===== src/rtl/cpu_types_pkg.sv =====
// Shared CPU types.
//   word_t          : 32-bit machine word
//   icachef_t       : instruction address split into tag / index / byte offset for the
//                     default 16-frame instruction cache
//   icache_state_t  : instruction cache controller states
package cpu_types_pkg;

   localparam int unsigned WORD_W       = 32;
   localparam int unsigned ICACHE_IDX_W = 4;
   localparam int unsigned ICACHE_TAG_W = WORD_W - ICACHE_IDX_W - 2;

   typedef logic [WORD_W-1:0] word_t;

   typedef struct packed {
      logic [ICACHE_TAG_W-1:0] tag;
      logic [ICACHE_IDX_W-1:0] idx;
      logic [1:0]              bytoff;
   } icachef_t;

   typedef enum logic {
      IDLE,
      FETCH
   } icache_state_t;

endpackage


===== src/rtl/icache.sv =====
// Direct-mapped, read-only instruction cache with one-word frames.
// Ports:
//   CLK, nRST          : clock (rising edge), asynchronous active-low reset
//   imemREN, imemaddr  : datapath instruction fetch request and byte address
//   ihit, imemload     : same-cycle hit indication and instruction word
//   iREN, iaddr        : memory-side fill request and address (held during FETCH)
//   iwait, iload       : memory busy flag and fill data (valid when iwait=0)
module icache
   import cpu_types_pkg::*;
#(
   parameter int unsigned SETS  = 16,
   parameter int unsigned IDX_W = 4
) (
   input  logic        CLK,
   input  logic        nRST,
   input  logic        imemREN,
   input  logic [31:0] imemaddr,
   output logic        ihit,
   output logic [31:0] imemload,
   output logic        iREN,
   output logic [31:0] iaddr,
   input  logic        iwait,
   input  logic [31:0] iload
);

   localparam int unsigned TAG_W = 32 - IDX_W - 2;

   icache_state_t state_q, state_d;
   word_t         miss_addr_q, miss_addr_d;

   logic [SETS-1:0] valid_q, valid_d;
   logic [TAG_W-1:0] tag_q  [SETS];
   logic [TAG_W-1:0] tag_d  [SETS];
   word_t            data_q [SETS];
   word_t            data_d [SETS];

   logic [IDX_W-1:0] req_idx, miss_idx;
   logic [TAG_W-1:0] req_tag, miss_tag;
   logic             lookup_hit;
   logic             fill_done;

   assign req_idx  = imemaddr[IDX_W+1:2];
   assign req_tag  = imemaddr[31:IDX_W+2];
   assign miss_idx = miss_addr_q[IDX_W+1:2];
   assign miss_tag = miss_addr_q[31:IDX_W+2];

   assign lookup_hit = valid_q[req_idx] && (tag_q[req_idx] == req_tag);
   assign fill_done  = (state_q == FETCH) && !iwait;

   // Lookup and memory-side outputs
   always_comb begin
      ihit     = 1'b0;
      imemload = '0;
      iREN     = 1'b0;
      iaddr    = '0;
      if (state_q == IDLE) begin
         ihit = imemREN && lookup_hit;
         if (ihit) imemload = data_q[req_idx];
      end else begin
         iREN  = 1'b1;
         iaddr = miss_addr_q;
      end
   end

   // Next state; the fill always targets the latched miss address, whatever the
   // datapath does to imemaddr/imemREN meanwhile.
   always_comb begin
      state_d     = state_q;
      miss_addr_d = miss_addr_q;
      valid_d     = valid_q;
      tag_d       = tag_q;
      data_d      = data_q;
      unique case (state_q)
         IDLE: begin
            if (imemREN && !lookup_hit) begin
               state_d     = FETCH;
               miss_addr_d = imemaddr;
            end
         end
         FETCH: begin
            if (fill_done) begin
               state_d            = IDLE;
               valid_d[miss_idx]  = 1'b1;
               tag_d[miss_idx]    = miss_tag;
               data_d[miss_idx]   = iload;
            end
         end
         default: state_d = IDLE;
      endcase
   end

   // Control state and valid bits; reset also aborts any fill in progress.
   always_ff @(posedge CLK or negedge nRST) begin
      if (!nRST) begin
         state_q     <= IDLE;
         miss_addr_q <= '0;
         valid_q     <= '0;
      end else begin
         state_q     <= state_d;
         miss_addr_q <= miss_addr_d;
         valid_q     <= valid_d;
      end
   end

   // Tag/data storage needs no reset: valid bits gate every use.
   always_ff @(posedge CLK) begin
      tag_q  <= tag_d;
      data_q <= data_d;
   end

endmodule

===== config.mk =====
export PLATFORM = sky130hd
export DESIGN_NAME = icache
export DESIGN_NICKNAME = d
export VERILOG_FILES = /design/src/rtl/cpu_types_pkg.sv /design/src/rtl/icache.sv
export SDC_FILE = /design/constraint.sdc
export NUM_CORES = 1
export LEC_CHECK = 0
export CORE_ASPECT_RATIO = 1.2
export CORE_MARGIN = 8
export CORE_UTILIZATION = 48
export CTS_BUF_LIST = sky130_fd_sc_hd__clkbuf_8
export CTS_CLUSTER_DIAMETER = 40
export DETAILED_ROUTE_END_ITERATION = 12
export PLACE_DENSITY = 0.78
export SYNTH_ARGS = -nofsm -noshare
export SYNTH_HDL_FRONTEND = slang
export SYNTH_SLANG_ARGS = --single-unit

===== constraint.sdc =====
create_clock -name CLK -period 5.4 [get_ports CLK]
set_input_delay 1.35 -clock CLK [delete_from_list [all_inputs] [get_ports CLK]]
set_output_delay 1.35 -clock CLK [all_outputs]
set_load 0.1 [all_outputs]

# Word level (Yosys, flattened, before mapping)
# Index checks and enable logic that the tools add are counted.
# Widths: inputs -> output; s select.
[totals]
out_inout_bits = 66
elab_cells = 80
register_bits = 977
in_bits = 68
[classes]
n_bitwise = 4
order_cmp = 6
eq_ne = 1
n_mux = 24
n_reduce_logical = 10
[op_table]
columns = ["operator", "n"]
rows = [
  ["$bwmux 512", 1],
  ["$bwmux 416", 1],
  ["$mux 32", 6],
  ["$bmux 32 s4", 1],
  ["$demux 32 s4", 1],
  ["$bmux 26 s4", 1],
  ["$demux 26 s4", 1],
  ["$mux 26", 3],
  ["$eq 26x26->1", 1],
  ["$or 16x16->16", 1],
  ["$ge 5x5->1 const B", 2],
  ["$lt 4x5->1 const B", 2],
  ["$not 4->5", 2],
  ["$logic_and 1x1->1", 6],
  ["$mux 1", 6],
  ["$lt 5x1->1 const B", 1],
  ["$bmux 1 s4", 1],
  ["$demux 1 s4", 1],
  ["$ge 4x1->1 const B", 1],
  ["$reduce_and 2->1", 2],
  ["$logic_not 1->1", 2],
  ["$pmux 1 s2", 1],
  ["$not 1->1", 1],
]

# Depth between registers and ports, before layout
# Gate-level depths: netlist of the first run.
[logic_depth]
word_depth = 10
depth_mapped = 14
ltp_nobuf = 8

# Least setup slack after synthesis of the first run
# Ideal clock, no wire load.
[synth_timing]
path_kind = "input -> register"
startpoint = "input port iwait"
endpoint = "register valid_q[0]"
arrival_ps = 6341
stages = 4
n_path_buf = 0
setup_ps = 89
setup_slack_ps = -1030
t_required_ps = 5311
cell_sequence = "nand2b_1 or3_1 nor3_1 or2_2"
[synth_via]
elab_chain_cells = 3
[synth_rtl]
columns = ["element", "line_no", "text"]
rows = [
  ["start, declared", "icache.sv:22", "input logic iwait,"],
  ["$logic_not 1->1", "icache.sv:48", "assign fill_done = (state_q == FETCH) && !iwait;"],
  ["$logic_and 1x1->1", "icache.sv:48", ""],
  ["$reduce_and 2->1 (no source line)", "n/a", ""],
  ["end signal, assigned", "icache.sv:101", "valid_q <= valid_d;"],
  ["end, declared", "icache.sv:31", "logic [SETS-1:0] valid_q, valid_d;"],
]
# Every way passes these cells.
# A chain may end at the register's enable or synchronous reset.

# Worst setup path after layout of the first run
[layout_timing]
startpoint = "input port imemaddr[2]"
endpoint = "output port imemload[21]"
[layout_via]
elab_chain_cells = 9
elab_cells_between_ends = 14
cone_classes = "eq/ne: 1; mux: 10; bitwise: 1; reduce/logical: 2"
[layout_rtl]
columns = ["element", "line_no", "text"]
rows = [
  ["start, declared", "icache.sv:17", "input logic [31:0] imemaddr,"],
  ["$not 4->5 (not written as such)", "icache.sv:47, icache.sv:58", ""],
  ["$bmux 26 s4", "icache.sv:47", "assign lookup_hit = valid_q[req_idx] && (tag_q[req_idx] == req_tag);"],
  ["$mux 26 (not written as such) (2 in a row)", "icache.sv:47", ""],
  ["$eq 26x26->1", "icache.sv:47", ""],
  ["$logic_and 1x1->1", "icache.sv:47", ""],
  ["$logic_and 1x1->1", "icache.sv:57", "ihit = imemREN && lookup_hit;"],
  ["$mux 32 (*)", "icache.sv:58", "if (ihit) imemload = data_q[req_idx];"],
  ["$mux 32 (*)", "icache.sv:56", "if (state_q == IDLE) begin"],
  ["end, declared", "icache.sv:19", "output logic [31:0] imemload,"],
]
# Mark *: on every way between the ends. The rest lies on a longest branch, timed or not. The select of a mux whose other input is x is not followed.

==> impl_metrics.ini, run 1 <==
[power_and_ir_drop]
p_int_mw = 12.4
comb_power_share = 0.098
power_switching_share = 0.244
pwr-share-seq = 0.553
p_leak_nw = 15.1
switchingPower_mw = 4.01
p_per_area_nw_per_um2 = 363
p_clk_frac = 0.349
ir_drop_v = 0.000271

[clocking]
cts_tree = yes
cts-htree-levels = 4
cts_buffer_depth = 3
clkSinkCount = 977
worstSkewPairLatency_ps = 790
cts_buffers = 155
cts.clk_slew.worst_paths_ps = 60
clockRootBuffer = clkbuf_8

[placement]
dp_slack_ps = -514
gp_congestion = 0.811
io_buffer_count = 133
numPlacedInstances = 2875
dp_hpwl_um = 48900

[run_status]
violations = negative setup slack
status = complete, but fails checks

[floorplan]
die_h_um = 325
fp-row-count = 113
core_um2 = 78900
initial_core_util = 0.483
die-area_um2 = 88600
die_w_um = 273
ios = 134

[critical_path]
rrSetupSlack_ps = 2130
end_kind = output port
cp-start-kind = input port
r2r_start = tag_q[271]
crit_required_ps = 4050
critical_path.max_stage_delay_ps = 490
critPathMaxFanout = 8
path_cells = buf_16, buf_16, buf_12, buf_12, mux4_2, mux2i_1, mux2i_1, xnor2_1, nand4b_1, nor4b_4, and3_4, buf_12, buf_16, and2_4, buf_12
cp.arrival_ps = 4380
critical_path.most_common_cell = buf_12
critPathBufInv = 7
reg2regPathDepth = 11
timing.rr.end = miss_addr_q[23]
crit_family = simple AND/OR/NAND/NOR gates
slowest_stage = mux4_2
critPathKind = input port to output port

[detailed_routing]
dr.pass1.iters = 5
wl_um = 88100
via_count = 18701
wl_per_cell_um = 27.9
drc = 0
dr.first_iter.drc_count = 2162
vias_per_cell = 5.91
antenna_left = 0

[worst_hold_path]
hp-class = flop to flop
hold_start = valid_q[0]
whs_path_depth = 1
hold-path-endpoint = valid_q[0]

[yosys]
syn_inst = 1671
yosysMostFrequentCell = edfxtp_1
syn_area_per_cell_um2 = 22.8
async_reset_ff_frac = 0.0502
synth_common_cells = edfxtp_1 (928), mux4_2 (257), and2_1 (67)
synth_area_leaders = edfxtp_1 (73%), mux4_2 (15%), dfrtp_1 (3.2%)
synth_flop_cell = edfxtp_1
ys_warn_count = 0
synth.distinct_cells = 55
post-synth-top-area-cell = edfxtp_1
synth_area_um2 = 38100
synth.net_count = 1739
synth_seq_area_share = 0.764
synth_edf_count = 928
synth_seq_cells = 977
yosys.area.top_type_share = 0.732

[sta]
tightestPinTransition_ps = 1160
skew_ps = 32.1
hold_viol = 0
setup_viol = 33
fin_tns_setup_ps = -9570
setup_slack_ps = -334
fin_crit_ps = 5730
finalCritPeriodShare = 1.06
fin_hold_ws_ps = 467
rsz0062_at_grt = yes
slew_viol_final = 0
slew_headroom = 0.224
fmax_mhz = 174

[cells_and_area]
fin_util = 0.574
final_nets = 2084
drive_gt1_frac = 0.347
area_growth_pct = 18.9
final_cells = 3163

[global_route]
grt_max_degree = 61
grt_pass1_vias = 19729
grt_pass1_wl_um = 129000
grt-ovfl-total = 0
antenna_found_initial = 7
grt_usage = 0.197

[run]
cap_violations = 0
==> layout by cell type (no fill, tap or decap), types with 29 or more instances in the layout <==
cell,count
and2_1,35
and2_4,29
buf_12,66
buf_4,92
clkbuf_8,171
clkdlybuf4s50_1,95
dfrtp_1,49
edfxtp_1,928
inv_1,55
mux2_4,29
mux2i_1,58
mux4_2,257
==> layer usage <==
| layer | GRT usage | share of wire |
|---|---|---|
| met4 | 0.0673 | 0.026 |
| met2 | 0.322 | 0.50 |
| met5 | 0 | 0.00047 |
| met3 | 0.0544 | 0.092 |
| met1 | 0.254 | 0.38 |
==> flip-flops by register name, indices dropped and copies added, names as in the netlist <==
signal	flops
tag_q	416
valid_q	16
data_q	512
state_q	1
miss_addr_q	32
==> timing repair <==
item                       in CTS  in global routing
buffers inserted               16                  1
pin swaps                       9                 10
cloned                          3                  0
resized for setup              42                 22
setup endpoints to repair      33                 33
hold buffers                    0                  0
==> worst max-delay path by stage <==
stage	start	end	slack, ps	depth (start not counted)
5_1_grt	imemaddr[2]	imemload[21]	-480	15
3_5_place_dp	imemaddr[2]	imemload[29]	-510	13
2_1_floorplan	imemaddr[3]	imemload[24]	-160	12
6_report	imemaddr[2]	imemload[21]	-330	15
4_1_cts	imemaddr[2]	imemload[21]	-350	15
3_3_place_gp	imemaddr[2]	imemload[29]	-510	13
==> power groups by stage <==
stage | sequential [mW] | combinational [mW] | clock, mW
finish | 9.09 | 1.60 | 5.74
global placement | 9.19 | 1.55 | 0
floorplan | 9.11 | 1.06 | 0
CTS | 9.08 | 1.61 | 5.83
global route | 9.12 | 1.68 | 6.16
detailed placement | 9.24 | 1.58 | 0
==> cell families (layout without fill, tap and decap cells) <==
family | Yosys count | after routing | share of synthesized area
buf+inv | 87 | 541 | 0.0132
compound gates | 42 | 42 | 0.00772
flops | 977 | 977 | 0.764
mux | 348 | 348 | 0.180
simple gates | 186 | 186 | 0.0282
xor+xnor | 31 | 31 | 0.00713
other cells | 0 | 3 | 0
==> final cells by class <==
cell class | instances | area, µm²
Fill cell | 5505 | 33600
Inverter | 4 | 16.3
Clock buffer | 171 | 2350
Tap cell | 1035 | 1290
Multi-Input combinational cell | 607 | 8770
Sequential cell | 977 | 29100
Clock inverter | 95 | 460
Antenna cell | 3 | 7.51
Timing Repair Buffer | 271 | 3280
==> through the flow <==
step	instance area, µm²	total power [mW]
after global placement	42000	10.7
after detailed placement	42000	10.8
after CTS	45200	16.5
after floorplan	38200	10.2
after global routing	45300	17.0
final	45300	16.4
(Power assumes the default switching activity.)
==> inputs of run 2 (changes only) <==
--- a/config.mk
+++ b/config.mk
@@ -11,7 +11,7 @@
 export CTS_BUF_LIST = sky130_fd_sc_hd__clkbuf_8
 export CTS_CLUSTER_DIAMETER = 40
 export DETAILED_ROUTE_END_ITERATION = 12
-export PLACE_DENSITY = 0.78
+export PLACE_DENSITY = 0.66
 export SYNTH_ARGS = -nofsm -noshare
 export SYNTH_HDL_FRONTEND = slang
 export SYNTH_SLANG_ARGS = --single-unit
==> run 2 against run 1 <==
Net effect: the flow still finishes with violations (negative setup slack); clock power rose by 2%; setup slack got worse by 4.2 ps; sequential share of layout area fell by 0.20 points; critical endpoint is now imemload[28]; register-to-register slack got worse by 80 ps; routed wire length rose by 2.4%; total power rose by 0.85%; hold slack got worse by 7.9 ps; largest power group unchanged; maximum frequency barely moved; first-iteration DRC count fell by 16%; final cell count rose by 0.66%; utilization rose by 0.18 points.
==> impl_metrics.ini, run 2 (same netlist as run 1, synthesis figures left out) <==
[run_status]
status = complete, but fails checks
violations = negative setup slack

[clocking]
cts_hold_buf = 0
cts.clk_slew.worst_paths_ps = 60
cts_buffers = 156
cts_tree = yes
cts-htree-levels = 4
worstSkewPairLatency_ps = 800
cts_buffer_depth = 3
clkSinkCount = 977
clockRootBuffer = clkbuf_8

[floorplan]
die_h_um = 325
die-area_um2 = 88600
ios = 134
initial_core_util = 0.483
fp-row-count = 113
core_um2 = 78900
die_w_um = 273

[power_and_ir_drop]
p_leak_nw = 15.1
p_per_area_nw_per_um2 = 365
ir_drop_v = 0.000259

[sta]
slew_viol_final = 0
tightestPinTransition_ps = 1140
fmax_mhz = 174
fin_hold_ws_ps = 460
hold_viol = 0
slew_headroom = 0.241
fin_crit_ps = 5740
skew_ps = 24.0
finalCritPeriodShare = 1.06
setup_slack_ps = -338
rsz0062_at_grt = yes
setup_viol = 33

[cells_and_area]
drive_gt1_frac = 0.352
layout_common_cells = edfxtp_1 (928), mux4_2 (257), clkbuf_8 (168)
area_growth_pct = 19.3
regMostFlops = data_q
largest_register_ffs = 512
fill_cells = 5740
largestRegisters = data_q (512), tag_q (416), miss_addr_q (32)
final_common_cell = edfxtp_1
final_nets = 2098

[placement]
dp_hpwl_um = 48900
gp_congestion = 0.744
dp_slack_ps = -651
io_buffer_count = 133

[critical_path]
cp-start-kind = input port
r2r_start = state_q
crit_required_ps = 4050
slowest_stage = mux4_2
cp.arrival_ps = 4390
critPathMaxFanout = 7
critical_path.most_common_cell = buf_12
path_cells = buf_16, buf_12, buf_12, buf_4, mux4_2, xor2_1, o21ai_0, and4_1, nand4_1, nor4_4, buf_4, and3_4, buf_8, buf_12, and2_4, buf_12
critPathKind = input port to output port
critical_path.max_stage_delay_ps = 550
crit_start = imemaddr[2]
end_kind = output port

[worst_hold_path]
hp-class = flop to flop
hold_start = valid_q[6]

[global_route]
grt_pass1_wl_um = 132000
antenna_found_initial = 3
grt_pass1_vias = 19637
grt-ovfl-total = 0
grt_usage = 0.204
grt_max_degree = 58

[detailed_routing]
drc = 0
vias_per_cell = 5.79
via_count = 18430
wl_um = 90300
wl_per_cell_um = 28.3
dr.first_iter.drc_count = 1822
antenna_left = 0
dr.pass1.iters = 5

[run]
cap_violations = 0
[run 2: path summary, 6_finish.rpt]
| path | end | slack, ps | cells after the start |
|---|---|---|---|
| setup / recovery | imemload[28] | -340 | 16 |
| hold / removal | valid_q[6] | 460 | 1 |
| setup reg to reg | tag_q[112] | 2050 | 4 |
| hold reg to reg | valid_q[6] | 460 | 1 |
| max in group asynchronous | valid_q[11] | 3790 | 2 |
| min in group asynchronous | miss_addr_q[10] | 710 | 1 |
[run 2: repair_timing]
item | in CTS | in global routing
endpoints found under the setup margin | 33 | 33
endpoints found under the hold margin | 0 | 0
pin swaps | 6 | 2
resized for setup | 48 | 3
gates cloned | 5 | 0
buffers inserted | 16 | 1
[run 2: critical path, delay by kind of cell]
kind	cells	cell delay (ps)
mux	1	550
buf+inv	8	1180
xor+xnor	1	160
simple gates	5	950
compound gates	1	170
[run 2: power by group]
part	total (mW)	leakage, nW	internal (mW)	switching [mW]
registers	9.08	8.93	8.77	0.304
logic	1.61	4.53	0.663	0.945
clock network	5.88	1.69	3.06	2.82
total	16.6	15.1	12.5	4.07
[run 2: cell type report]
cell class | count | area (µm²) | area share
Clock buffer | 168 | 2310 | 0.0509
Antenna cell | 2 | 5.00 | 0.000110
Multi-Input combinational cell | 607 | 8750 | 0.193
Clock inverter | 107 | 601 | 0.0132
Inverter | 4 | 16.3 | 0.000358
Sequential cell | 977 | 29100 | 0.641
Timing Repair Buffer | 284 | 3350 | 0.0737
Tap cell | 1035 | 1290 | 0.0285
[run 2: routing by layer]
metal / up-vias / global-route usage / part of all wire
met5: - / 0 / 0.00029
met4: 4 / 0.0574 / 0.019
met3: 121 / 0.0456 / 0.060
met2: 647 / 0.339 / 0.51
met1: 9918 / 0.271 / 0.41
li1: 7740 / - / -
[run 2: per-stage QoR]
stage / utilization / cells / setup TNS (ps) / cell area (µm²) / power (mW)
2_1_floorplan: - / 1671 / -2900 / 38200 / 10.2
3_3_place_gp: 0.533 / 2887 / -19220 / 42000 / 10.8
3_5_place_dp: 0.533 / 2887 / -20530 / 42000 / 10.8
4_1_cts: 0.576 / 3182 / -9240 / 45400 / 16.7
5_1_grt: 0.576 / 3183 / -13430 / 45400 / 17.1
6_report: 0.576 / 3184 / -9660 / 45400 / 16.6
==> inputs of run 3 (changes only) <==
--- a/config.mk
+++ b/config.mk
@@ -5,6 +5,7 @@
 export SDC_FILE = /design/constraint.sdc
 export NUM_CORES = 1
 export LEC_CHECK = 0
+export CAP_MARGIN = 0
 export CORE_ASPECT_RATIO = 1.2
 export CORE_MARGIN = 8
 export CORE_UTILIZATION = 48
==> results of run 3 <==
Final layout, timing and power as in run 2 (identical DEF).
